## src/rtl/pipe_stage_reg_if.sv

```systemverilog
// Pipeline-boundary bundle: stage controls, incoming slot fields and registered outputs.
// master drives the slot and controls; slave is the pipe_stage_reg instance.
interface pipe_stage_reg_if #(
    parameter int unsigned DATA_W    = 32,
    parameter int unsigned PAYLOAD_W = 64,
    parameter int unsigned TNEW_W    = 3,
    parameter int unsigned CNT_W     = 16
);
    logic                 hold;
    logic                 bubble;
    logic                 flush;
    logic                 cnt_clear;
    logic                 in_valid;
    logic [DATA_W-1:0]    in_pc;
    logic [31:0]          in_instr;
    logic [DATA_W-1:0]    in_rd1;
    logic [DATA_W-1:0]    in_rd2;
    logic [DATA_W-1:0]    in_imm;
    logic [4:0]           in_a1;
    logic [4:0]           in_a2;
    logic [4:0]           in_a3;
    logic                 in_regwrite;
    logic [TNEW_W-1:0]    in_tnew;
    logic [PAYLOAD_W-1:0] in_payload;

    logic                 out_valid;
    logic [DATA_W-1:0]    out_pc;
    logic [DATA_W-1:0]    out_pc8;
    logic [31:0]          out_instr;
    logic [DATA_W-1:0]    out_rd1;
    logic [DATA_W-1:0]    out_rd2;
    logic [DATA_W-1:0]    out_imm;
    logic [4:0]           out_a1;
    logic [4:0]           out_a2;
    logic [4:0]           out_a3;
    logic                 out_regwrite;
    logic [TNEW_W-1:0]    out_tnew;
    logic [PAYLOAD_W-1:0] out_payload;
    logic [CNT_W-1:0]     cnt_instr;
    logic [CNT_W-1:0]     cnt_bubble;

    modport master (
        output hold, bubble, flush, cnt_clear,
        output in_valid, in_pc, in_instr, in_rd1, in_rd2, in_imm,
        output in_a1, in_a2, in_a3, in_regwrite, in_tnew, in_payload,
        input  out_valid, out_pc, out_pc8, out_instr, out_rd1, out_rd2, out_imm,
        input  out_a1, out_a2, out_a3, out_regwrite, out_tnew, out_payload,
        input  cnt_instr, cnt_bubble
    );

    modport slave (
        input  hold, bubble, flush, cnt_clear,
        input  in_valid, in_pc, in_instr, in_rd1, in_rd2, in_imm,
        input  in_a1, in_a2, in_a3, in_regwrite, in_tnew, in_payload,
        output out_valid, out_pc, out_pc8, out_instr, out_rd1, out_rd2, out_imm,
        output out_a1, out_a2, out_a3, out_regwrite, out_tnew, out_payload,
        output cnt_instr, cnt_bubble
    );
endinterface

```

## src/rtl/pipe_stage_reg.sv

```systemverilog
// Inter-stage pipeline register with hold/bubble/flush, valid bit, PC+8,
// optional Tnew decrement and saturating instruction/bubble counters.
module pipe_stage_reg #(
    parameter int unsigned DATA_W    = 32,
    parameter int unsigned PAYLOAD_W = 64,
    parameter int unsigned TNEW_W    = 3,
    parameter bit          DEC_TNEW  = 1'b1,
    parameter int unsigned CNT_W     = 16
) (
    input  logic           clk,
    input  logic           reset,
    pipe_stage_reg_if.slave bus
);
    localparam logic [CNT_W-1:0] CNT_MAX = {CNT_W{1'b1}};

    logic                 valid_q,    valid_d;
    logic [DATA_W-1:0]    pc_q,       pc_d;
    logic [DATA_W-1:0]    pc8_q,      pc8_d;
    logic [31:0]          instr_q,    instr_d;
    logic [DATA_W-1:0]    rd1_q,      rd1_d;
    logic [DATA_W-1:0]    rd2_q,      rd2_d;
    logic [DATA_W-1:0]    imm_q,      imm_d;
    logic [4:0]           a1_q,       a1_d;
    logic [4:0]           a2_q,       a2_d;
    logic [4:0]           a3_q,       a3_d;
    logic                 regwrite_q, regwrite_d;
    logic [TNEW_W-1:0]    tnew_q,     tnew_d;
    logic [PAYLOAD_W-1:0] payload_q,  payload_d;
    logic [CNT_W-1:0]     cnt_instr_q,  cnt_instr_d;
    logic [CNT_W-1:0]     cnt_bubble_q, cnt_bubble_d;
    logic                 clear_c;
    logic                 load_c;

    // Priority: flush > hold > bubble > load; hold is the default (keep contents).
    always_comb begin
        clear_c      = 1'b0;
        load_c       = 1'b0;
        valid_d      = valid_q;
        pc_d         = pc_q;
        pc8_d        = pc8_q;
        instr_d      = instr_q;
        rd1_d        = rd1_q;
        rd2_d        = rd2_q;
        imm_d        = imm_q;
        a1_d         = a1_q;
        a2_d         = a2_q;
        a3_d         = a3_q;
        regwrite_d   = regwrite_q;
        tnew_d       = tnew_q;
        payload_d    = payload_q;
        cnt_instr_d  = cnt_instr_q;
        cnt_bubble_d = cnt_bubble_q;

        if (bus.flush) begin
            clear_c = 1'b1;
        end else if (!bus.hold) begin
            if (bus.bubble) begin
                clear_c = 1'b1;
                if (cnt_bubble_q != CNT_MAX) cnt_bubble_d = cnt_bubble_q + CNT_W'(1);
            end else begin
                load_c = 1'b1;
                if (bus.in_valid && cnt_instr_q != CNT_MAX) cnt_instr_d = cnt_instr_q + CNT_W'(1);
            end
        end

        if (clear_c) begin
            valid_d    = 1'b0;
            pc_d       = '0;
            pc8_d      = '0;
            instr_d    = '0;
            rd1_d      = '0;
            rd2_d      = '0;
            imm_d      = '0;
            a1_d       = '0;
            a2_d       = '0;
            a3_d       = '0;
            regwrite_d = 1'b0;
            tnew_d     = '0;
            payload_d  = '0;
        end else if (load_c) begin
            valid_d    = bus.in_valid;
            pc_d       = bus.in_pc;
            pc8_d      = bus.in_pc + DATA_W'(8);
            instr_d    = bus.in_instr;
            rd1_d      = bus.in_rd1;
            rd2_d      = bus.in_rd2;
            imm_d      = bus.in_imm;
            a1_d       = bus.in_a1;
            a2_d       = bus.in_a2;
            // An empty slot must never produce a forwarding/stall match.
            a3_d       = bus.in_valid ? bus.in_a3 : 5'd0;
            regwrite_d = bus.in_valid & bus.in_regwrite;
            payload_d  = bus.in_payload;
            if (DEC_TNEW) begin
                tnew_d = (bus.in_tnew == '0) ? '0 : bus.in_tnew - TNEW_W'(1);
            end else begin
                tnew_d = bus.in_tnew;
            end
        end

        if (bus.cnt_clear) begin
            cnt_instr_d  = '0;
            cnt_bubble_d = '0;
        end
    end

    always_ff @(posedge clk) begin
        if (reset) begin
            valid_q      <= 1'b0;
            pc_q         <= '0;
            pc8_q        <= '0;
            instr_q      <= '0;
            rd1_q        <= '0;
            rd2_q        <= '0;
            imm_q        <= '0;
            a1_q         <= '0;
            a2_q         <= '0;
            a3_q         <= '0;
            regwrite_q   <= 1'b0;
            tnew_q       <= '0;
            payload_q    <= '0;
            cnt_instr_q  <= '0;
            cnt_bubble_q <= '0;
        end else begin
            valid_q      <= valid_d;
            pc_q         <= pc_d;
            pc8_q        <= pc8_d;
            instr_q      <= instr_d;
            rd1_q        <= rd1_d;
            rd2_q        <= rd2_d;
            imm_q        <= imm_d;
            a1_q         <= a1_d;
            a2_q         <= a2_d;
            a3_q         <= a3_d;
            regwrite_q   <= regwrite_d;
            tnew_q       <= tnew_d;
            payload_q    <= payload_d;
            cnt_instr_q  <= cnt_instr_d;
            cnt_bubble_q <= cnt_bubble_d;
        end
    end

    assign bus.out_valid    = valid_q;
    assign bus.out_pc       = pc_q;
    assign bus.out_pc8      = pc8_q;
    assign bus.out_instr    = instr_q;
    assign bus.out_rd1      = rd1_q;
    assign bus.out_rd2      = rd2_q;
    assign bus.out_imm      = imm_q;
    assign bus.out_a1       = a1_q;
    assign bus.out_a2       = a2_q;
    assign bus.out_a3       = a3_q;
    assign bus.out_regwrite = regwrite_q;
    assign bus.out_tnew     = tnew_q;
    assign bus.out_payload  = payload_q;
    assign bus.cnt_instr    = cnt_instr_q;
    assign bus.cnt_bubble   = cnt_bubble_q;
endmodule

```

## src/flat_wrapper.sv

```systemverilog
// flat-port wrapper written by rule: the top's interface ports become plain ports
module pipe_stage_reg_flat 
#(
    parameter int unsigned DATA_W    = 32,
    parameter int unsigned PAYLOAD_W = 64,
    parameter int unsigned TNEW_W    = 3,
    parameter bit          DEC_TNEW  = 1'b1,
    parameter int unsigned CNT_W     = 16
)
  (clk, reset, bus_hold, bus_bubble, bus_flush, bus_cnt_clear, bus_in_valid, bus_in_pc, bus_in_instr, bus_in_rd1, bus_in_rd2, bus_in_imm, bus_in_a1, bus_in_a2, bus_in_a3, bus_in_regwrite, bus_in_tnew, bus_in_payload, bus_out_valid, bus_out_pc, bus_out_pc8, bus_out_instr, bus_out_rd1, bus_out_rd2, bus_out_imm, bus_out_a1, bus_out_a2, bus_out_a3, bus_out_regwrite, bus_out_tnew, bus_out_payload, bus_cnt_instr, bus_cnt_bubble);
  pipe_stage_reg_if #(.DATA_W(DATA_W), .PAYLOAD_W(PAYLOAD_W), .TNEW_W(TNEW_W), .CNT_W(CNT_W)) bus_i ();
  input  logic clk;
  input  logic reset;
  input wire logic [$bits(bus_i.hold)-1:0] bus_hold;
  input wire logic [$bits(bus_i.bubble)-1:0] bus_bubble;
  input wire logic [$bits(bus_i.flush)-1:0] bus_flush;
  input wire logic [$bits(bus_i.cnt_clear)-1:0] bus_cnt_clear;
  input wire logic [$bits(bus_i.in_valid)-1:0] bus_in_valid;
  input wire logic [$bits(bus_i.in_pc)-1:0] bus_in_pc;
  input wire logic [$bits(bus_i.in_instr)-1:0] bus_in_instr;
  input wire logic [$bits(bus_i.in_rd1)-1:0] bus_in_rd1;
  input wire logic [$bits(bus_i.in_rd2)-1:0] bus_in_rd2;
  input wire logic [$bits(bus_i.in_imm)-1:0] bus_in_imm;
  input wire logic [$bits(bus_i.in_a1)-1:0] bus_in_a1;
  input wire logic [$bits(bus_i.in_a2)-1:0] bus_in_a2;
  input wire logic [$bits(bus_i.in_a3)-1:0] bus_in_a3;
  input wire logic [$bits(bus_i.in_regwrite)-1:0] bus_in_regwrite;
  input wire logic [$bits(bus_i.in_tnew)-1:0] bus_in_tnew;
  input wire logic [$bits(bus_i.in_payload)-1:0] bus_in_payload;
  output wire logic [$bits(bus_i.out_valid)-1:0] bus_out_valid;
  output wire logic [$bits(bus_i.out_pc)-1:0] bus_out_pc;
  output wire logic [$bits(bus_i.out_pc8)-1:0] bus_out_pc8;
  output wire logic [$bits(bus_i.out_instr)-1:0] bus_out_instr;
  output wire logic [$bits(bus_i.out_rd1)-1:0] bus_out_rd1;
  output wire logic [$bits(bus_i.out_rd2)-1:0] bus_out_rd2;
  output wire logic [$bits(bus_i.out_imm)-1:0] bus_out_imm;
  output wire logic [$bits(bus_i.out_a1)-1:0] bus_out_a1;
  output wire logic [$bits(bus_i.out_a2)-1:0] bus_out_a2;
  output wire logic [$bits(bus_i.out_a3)-1:0] bus_out_a3;
  output wire logic [$bits(bus_i.out_regwrite)-1:0] bus_out_regwrite;
  output wire logic [$bits(bus_i.out_tnew)-1:0] bus_out_tnew;
  output wire logic [$bits(bus_i.out_payload)-1:0] bus_out_payload;
  output wire logic [$bits(bus_i.cnt_instr)-1:0] bus_cnt_instr;
  output wire logic [$bits(bus_i.cnt_bubble)-1:0] bus_cnt_bubble;
  assign bus_i.hold = bus_hold;
  assign bus_i.bubble = bus_bubble;
  assign bus_i.flush = bus_flush;
  assign bus_i.cnt_clear = bus_cnt_clear;
  assign bus_i.in_valid = bus_in_valid;
  assign bus_i.in_pc = bus_in_pc;
  assign bus_i.in_instr = bus_in_instr;
  assign bus_i.in_rd1 = bus_in_rd1;
  assign bus_i.in_rd2 = bus_in_rd2;
  assign bus_i.in_imm = bus_in_imm;
  assign bus_i.in_a1 = bus_in_a1;
  assign bus_i.in_a2 = bus_in_a2;
  assign bus_i.in_a3 = bus_in_a3;
  assign bus_i.in_regwrite = bus_in_regwrite;
  assign bus_i.in_tnew = bus_in_tnew;
  assign bus_i.in_payload = bus_in_payload;
  assign bus_out_valid = bus_i.out_valid;
  assign bus_out_pc = bus_i.out_pc;
  assign bus_out_pc8 = bus_i.out_pc8;
  assign bus_out_instr = bus_i.out_instr;
  assign bus_out_rd1 = bus_i.out_rd1;
  assign bus_out_rd2 = bus_i.out_rd2;
  assign bus_out_imm = bus_i.out_imm;
  assign bus_out_a1 = bus_i.out_a1;
  assign bus_out_a2 = bus_i.out_a2;
  assign bus_out_a3 = bus_i.out_a3;
  assign bus_out_regwrite = bus_i.out_regwrite;
  assign bus_out_tnew = bus_i.out_tnew;
  assign bus_out_payload = bus_i.out_payload;
  assign bus_cnt_instr = bus_i.cnt_instr;
  assign bus_cnt_bubble = bus_i.cnt_bubble;
  pipe_stage_reg #(.DATA_W(DATA_W), .PAYLOAD_W(PAYLOAD_W), .TNEW_W(TNEW_W), .DEC_TNEW(DEC_TNEW), .CNT_W(CNT_W)) u_core (.clk(clk), .reset(reset), .bus(bus_i));
endmodule
```

## config.mk

```make
export PLATFORM = sky130hd
export DESIGN_NAME = pipe_stage_reg_flat
export DESIGN_NICKNAME = d
export VERILOG_FILES = /design/src/rtl/pipe_stage_reg_if.sv /design/src/rtl/pipe_stage_reg.sv /design/src/flat_wrapper.sv
export SDC_FILE = /design/constraint.sdc
export NUM_CORES = 1
export LEC_CHECK = 0
export BUFFER_PORTS_ARGS = -buffer_cell sky130_fd_sc_hd__buf_2
export CORE_AREA = 2 2 219 221
export DETAILED_ROUTE_END_ITERATION = 10
export DIE_AREA = 0 0 221 223
export GPL_ROUTABILITY_DRIVEN = 0
export PLACE_DENSITY = 0.49
export SLEW_MARGIN = 10
export SYNTH_ARGS = -nofsm -noshare
export SYNTH_HDL_FRONTEND = slang
export SYNTH_SLANG_ARGS = --single-unit
```

## constraint.sdc

```tcl
create_clock -name clk -period 3.8 [get_ports clk]
set_input_delay 0.57 -clock clk [delete_from_list [all_inputs] [get_ports clk]]
set_output_delay 0.57 -clock clk [all_outputs]
set_load 0.005 [all_outputs]
```

==> results.sh <==
export IMPL_drt_iter0_markers=599
export IMPL_power_switching_w=0.00171
export IMPL_clkTransAtPathRegs_ps=60
export IMPL_synth_edf_count=0
export IMPL_seq_area_mm2=0.00611
export IMPL_grt_antenna_before_repair=4
export IMPL_start_util_pct=24.3
export IMPL_multi_input_area_mm2=0.00491
export IMPL_yosysUniqueCellTypes=47
export IMPL_ys_ff_latch=305
export IMPL_fp_dieH_um=223
export IMPL_grt_pass1_wl_mm=62.9
export IMPL_drv_cap=0
export IMPL_clock_sinks=305
export IMPL_yosys_most_used_dff="dfxtp_1"
export IMPL_io_buffers=557
export IMPL_min_path_type="in -> reg"
export IMPL_crit_type="reg -> reg"
export IMPL_final_antenna_net_count=0
export IMPL_cp_cell_sequence="and4_1 -> nand4_1 -> o21ai_1 -> mux2i_1 -> nor2_1"
export IMPL_slowest_stage="o21ai_1"
export IMPL_setup_viol=0
export IMPL_rows=80
export IMPL_critPathLaunchType="flop"
export IMPL_areaGrowthSynthToFinish_pct=40.5
export IMPL_synth_nets=1691
export IMPL_cts_setup_buffers=0
export IMPL_worstMarginPinSlew_ps=937
export IMPL_ys_seq_area_share_pct=53.4
export IMPL_arrival_ps=2350
export IMPL_seq_power_share_pct=43.9
export IMPL_power_leakage_nw=6.80
export IMPL_dieArea_mm2=0.0493
export IMPL_num_vias=11500
export IMPL_final_common_cell="buf_2"
export IMPL_hold_viol_final=0
export IMPL_drc=0
export IMPL_synth_area_mm2=0.0114
export IMPL_cts_resized=0
export IMPL_fin_crit_sh_pct=51.1
export IMPL_grt_pass1_vias=11200
export IMPL_regToRegEndpoint="u_core.bus.cnt_instr[1]"
export IMPL_critPathBufInv=0
export IMPL_crit_path_end_kind="flop"
export IMPL_slew_viol_final=0
export IMPL_post_drt_wl_per_cell_um=15.9
export IMPL_layout_cells_non_filler=2586
export IMPL_drt_wl_total_mm=41.2
export IMPL_fillCellCount=5133
export IMPL_grt_max_degree=147
export IMPL_fin_worst_skew_ps=5.36
export IMPL_cts_htree_levels=2
export IMPL_p_total_w=0.00740
export IMPL_fp_dieW_um=221
export IMPL_root_buffer="clkbuf_16"
export IMPL_fin_util_pct=34.1
export IMPL_reg2reg_from="u_core.bus.cnt_instr[11]"
export IMPL_peakVddDrop_mv=0.302
export IMPL_required_ps=4210
export IMPL_dp_hpwl_mm=29.6
export IMPL_fmaxAchievable_mhz=515
export IMPL_cp_num_cells=5
export IMPL_grtUsageTotal_pct=15.9
export IMPL_relSlewSlack_pct=37.5
export IMPL_clk_latency_ps=540
export IMPL_min_period_ps=1940
export IMPL_rrSetupSlack_ps=1860
export IMPL_pwr_share_clk_pct=50.1
export IMPL_status="finished, final reports clean"
export IMPL_drive_gt1_share_pct=33.3
export IMPL_grt_overflow_total=0
export IMPL_io_pins=558
export IMPL_hold_buffers=0
export IMPL_ys_warnings_count=0
export IMPL_p_sw_share_pct=23.1
export IMPL_tns_ps=0
export IMPL_layout_common_cells="buf_2 (557), nand2_1 (502), dfxtp_1 (305), a21oi_1 (263), nor2_1 (54)"
export IMPL_power_internal_w=0.00569
export IMPL_dp_cells=2518
export IMPL_crit_fanout=7
export IMPL_crit_end="u_core.bus.cnt_instr[1]"
export IMPL_crit_family="simple AND/OR/NAND/NOR gates"
export IMPL_syn_inst=1436
export IMPL_fin_nets=2198
export IMPL_cp_startpoint="u_core.bus.cnt_instr[11]"
export IMPL_via_per_inst=4.46
export IMPL_pwr_density_cell_mw_per_mm2=460
export IMPL_coreArea_mm2=0.0471
export IMPL_dr_pass1_iters=5
export IMPL_combPwrFrac_pct=6.0
export IMPL_slowest_delay_ps=480
export IMPL_cts_buffers=38
export IMPL_clockBufferDepth=3
export IMPL_rsz0062_at_grt="no"
export IMPL_tritoncts="built"
export IMPL_async_reset_ff_share_pct=0
export IMPL_avgSynthCellArea_um2=7.97
export IMPL_rr_worst_depth=5
[cells by family (layout without fill, tap and decap cells)]
kind of cell	count (synthesis)	count (layout)	share of synthesized area, %
compound gates	310	310	14.2
xor+xnor	52	52	3.98
fa+ha+maj	5	5	0.547
buf+inv	114	648	3.91
flops	305	305	53.4
mux	1	1	0.0875
other cells	0	1	0
simple gates	649	649	23.9
[sequential cells by signal, summed over array words and instances (netlist names)]
signal,count
u_core.bus.out_a2,5
u_core.bus.out_regwrite,1
u_core.bus.out_pc8,32
u_core.bus.out_a3,5
u_core.bus.out_payload,64
u_core.bus.out_pc,29
u_core.bus.cnt_instr,16
u_core.bus.out_rd1,32
u_core.bus.out_a1,5
u_core.bus.out_tnew,3
u_core.bus.out_instr,32
u_core.bus.out_rd2,32
u_core.bus.cnt_bubble,16
u_core.bus.out_valid,1
u_core.bus.out_imm,32
[synth_stat cells (2+ instances only)]
cell / instances / share of area (%)
a211oi_1: 7 / 0.46
a21oi_1: 263 / 12
a21oi_2: 5 / 0.38
a311oi_1: 2 / 0.15
a31oi_1: 2 / 0.11
and2_1: 2 / 0.11
and3_1: 7 / 0.38
and4_1: 6 / 0.46
buf_4: 3 / 0.20
clkbuf_1: 97 / 3.2
dfxtp_1: 305 / 53
ha_1: 5 / 0.55
inv_1: 10 / 0.33
nand2_1: 502 / 16
nand3_1: 24 / 1.0
nand4_1: 19 / 1.0
nor2_1: 54 / 1.8
nor3_1: 6 / 0.26
nor3_2: 7 / 0.61
nor4_2: 6 / 0.66
o2111ai_1: 2 / 0.15
o211ai_1: 2 / 0.13
o21ai_0: 22 / 0.96
or2_2: 2 / 0.11
or3_1: 3 / 0.16
or4_1: 2 / 0.13
xnor2_1: 29 / 2.2
xor2_1: 23 / 1.8
[routing by layer]
metal / track usage [%] / wire length [um]
met1: 18.6 / 17000
met2: 27.2 / 19800
met3: 5.18 / 3200
met4: 5.50 / 1070
met5: 0 / 37
[worst register-to-register path: stages, from the launching register on]
cell	delay (ps)
dfxtp_1	440
and4_1	320
nand4_1	300
o21ai_1	480
mux2i_1	230
nor2_1	50
[power by group through the flow]
stage / sequential (W) / combinational, W / clock [W]
2_1_floorplan: 0.00332 / 0.000188 / 0
3_3_place_gp: 0.00332 / 0.000449 / 0
3_5_place_dp: 0.00332 / 0.000452 / 0
4_1_cts: 0.00325 / 0.000453 / 0.00384
5_1_grt: 0.00325 / 0.000495 / 0.00396
6_report: 0.00325 / 0.000445 / 0.00371
[metrics by stage]
stage / cell area [um^2] / setup slack [ps] / hold slack (ps)
2_1_floorplan: 11400 / 1790 / 448
4_1_cts: 16100 / 1800 / 220
6_report: 16100 / 1860 / 269
5_1_grt: 16100 / 1600 / 231
3_5_place_dp: 14800 / 1520 / 444
3_3_place_gp: 14800 / 1530 / 434
[worst min path at each step]
stage | from | cells past startpoint | end | slack, ps
3_3_place_gp | u_core.bus.out_regwrite | 2 | u_core.bus.out_regwrite | 430
5_1_grt | bus_in_rd2[5] | 3 | u_core.bus.out_rd2[5] | 230
4_1_cts | bus_in_a1[2] | 3 | u_core.bus.out_a1[2] | 220
6_report | bus_in_rd2[9] | 3 | u_core.bus.out_rd2[9] | 270
3_5_place_dp | u_core.bus.out_valid | 2 | u_core.bus.out_valid | 440
2_1_floorplan | u_core.bus.out_a3[0] | 2 | u_core.bus.out_a3[0] | 450
[layout make-up]
type	count	share of cell area, %
well taps	615	4.78
flip-flops and latches	305	38.0
diodes	1	0.0156
inverters	11	0.257
multi-input cells	1017	30.5
repair buffers	570	18.4
clock buffers	54	7.06
clock inverters	13	0.973
(Power assumes the default switching activity.)
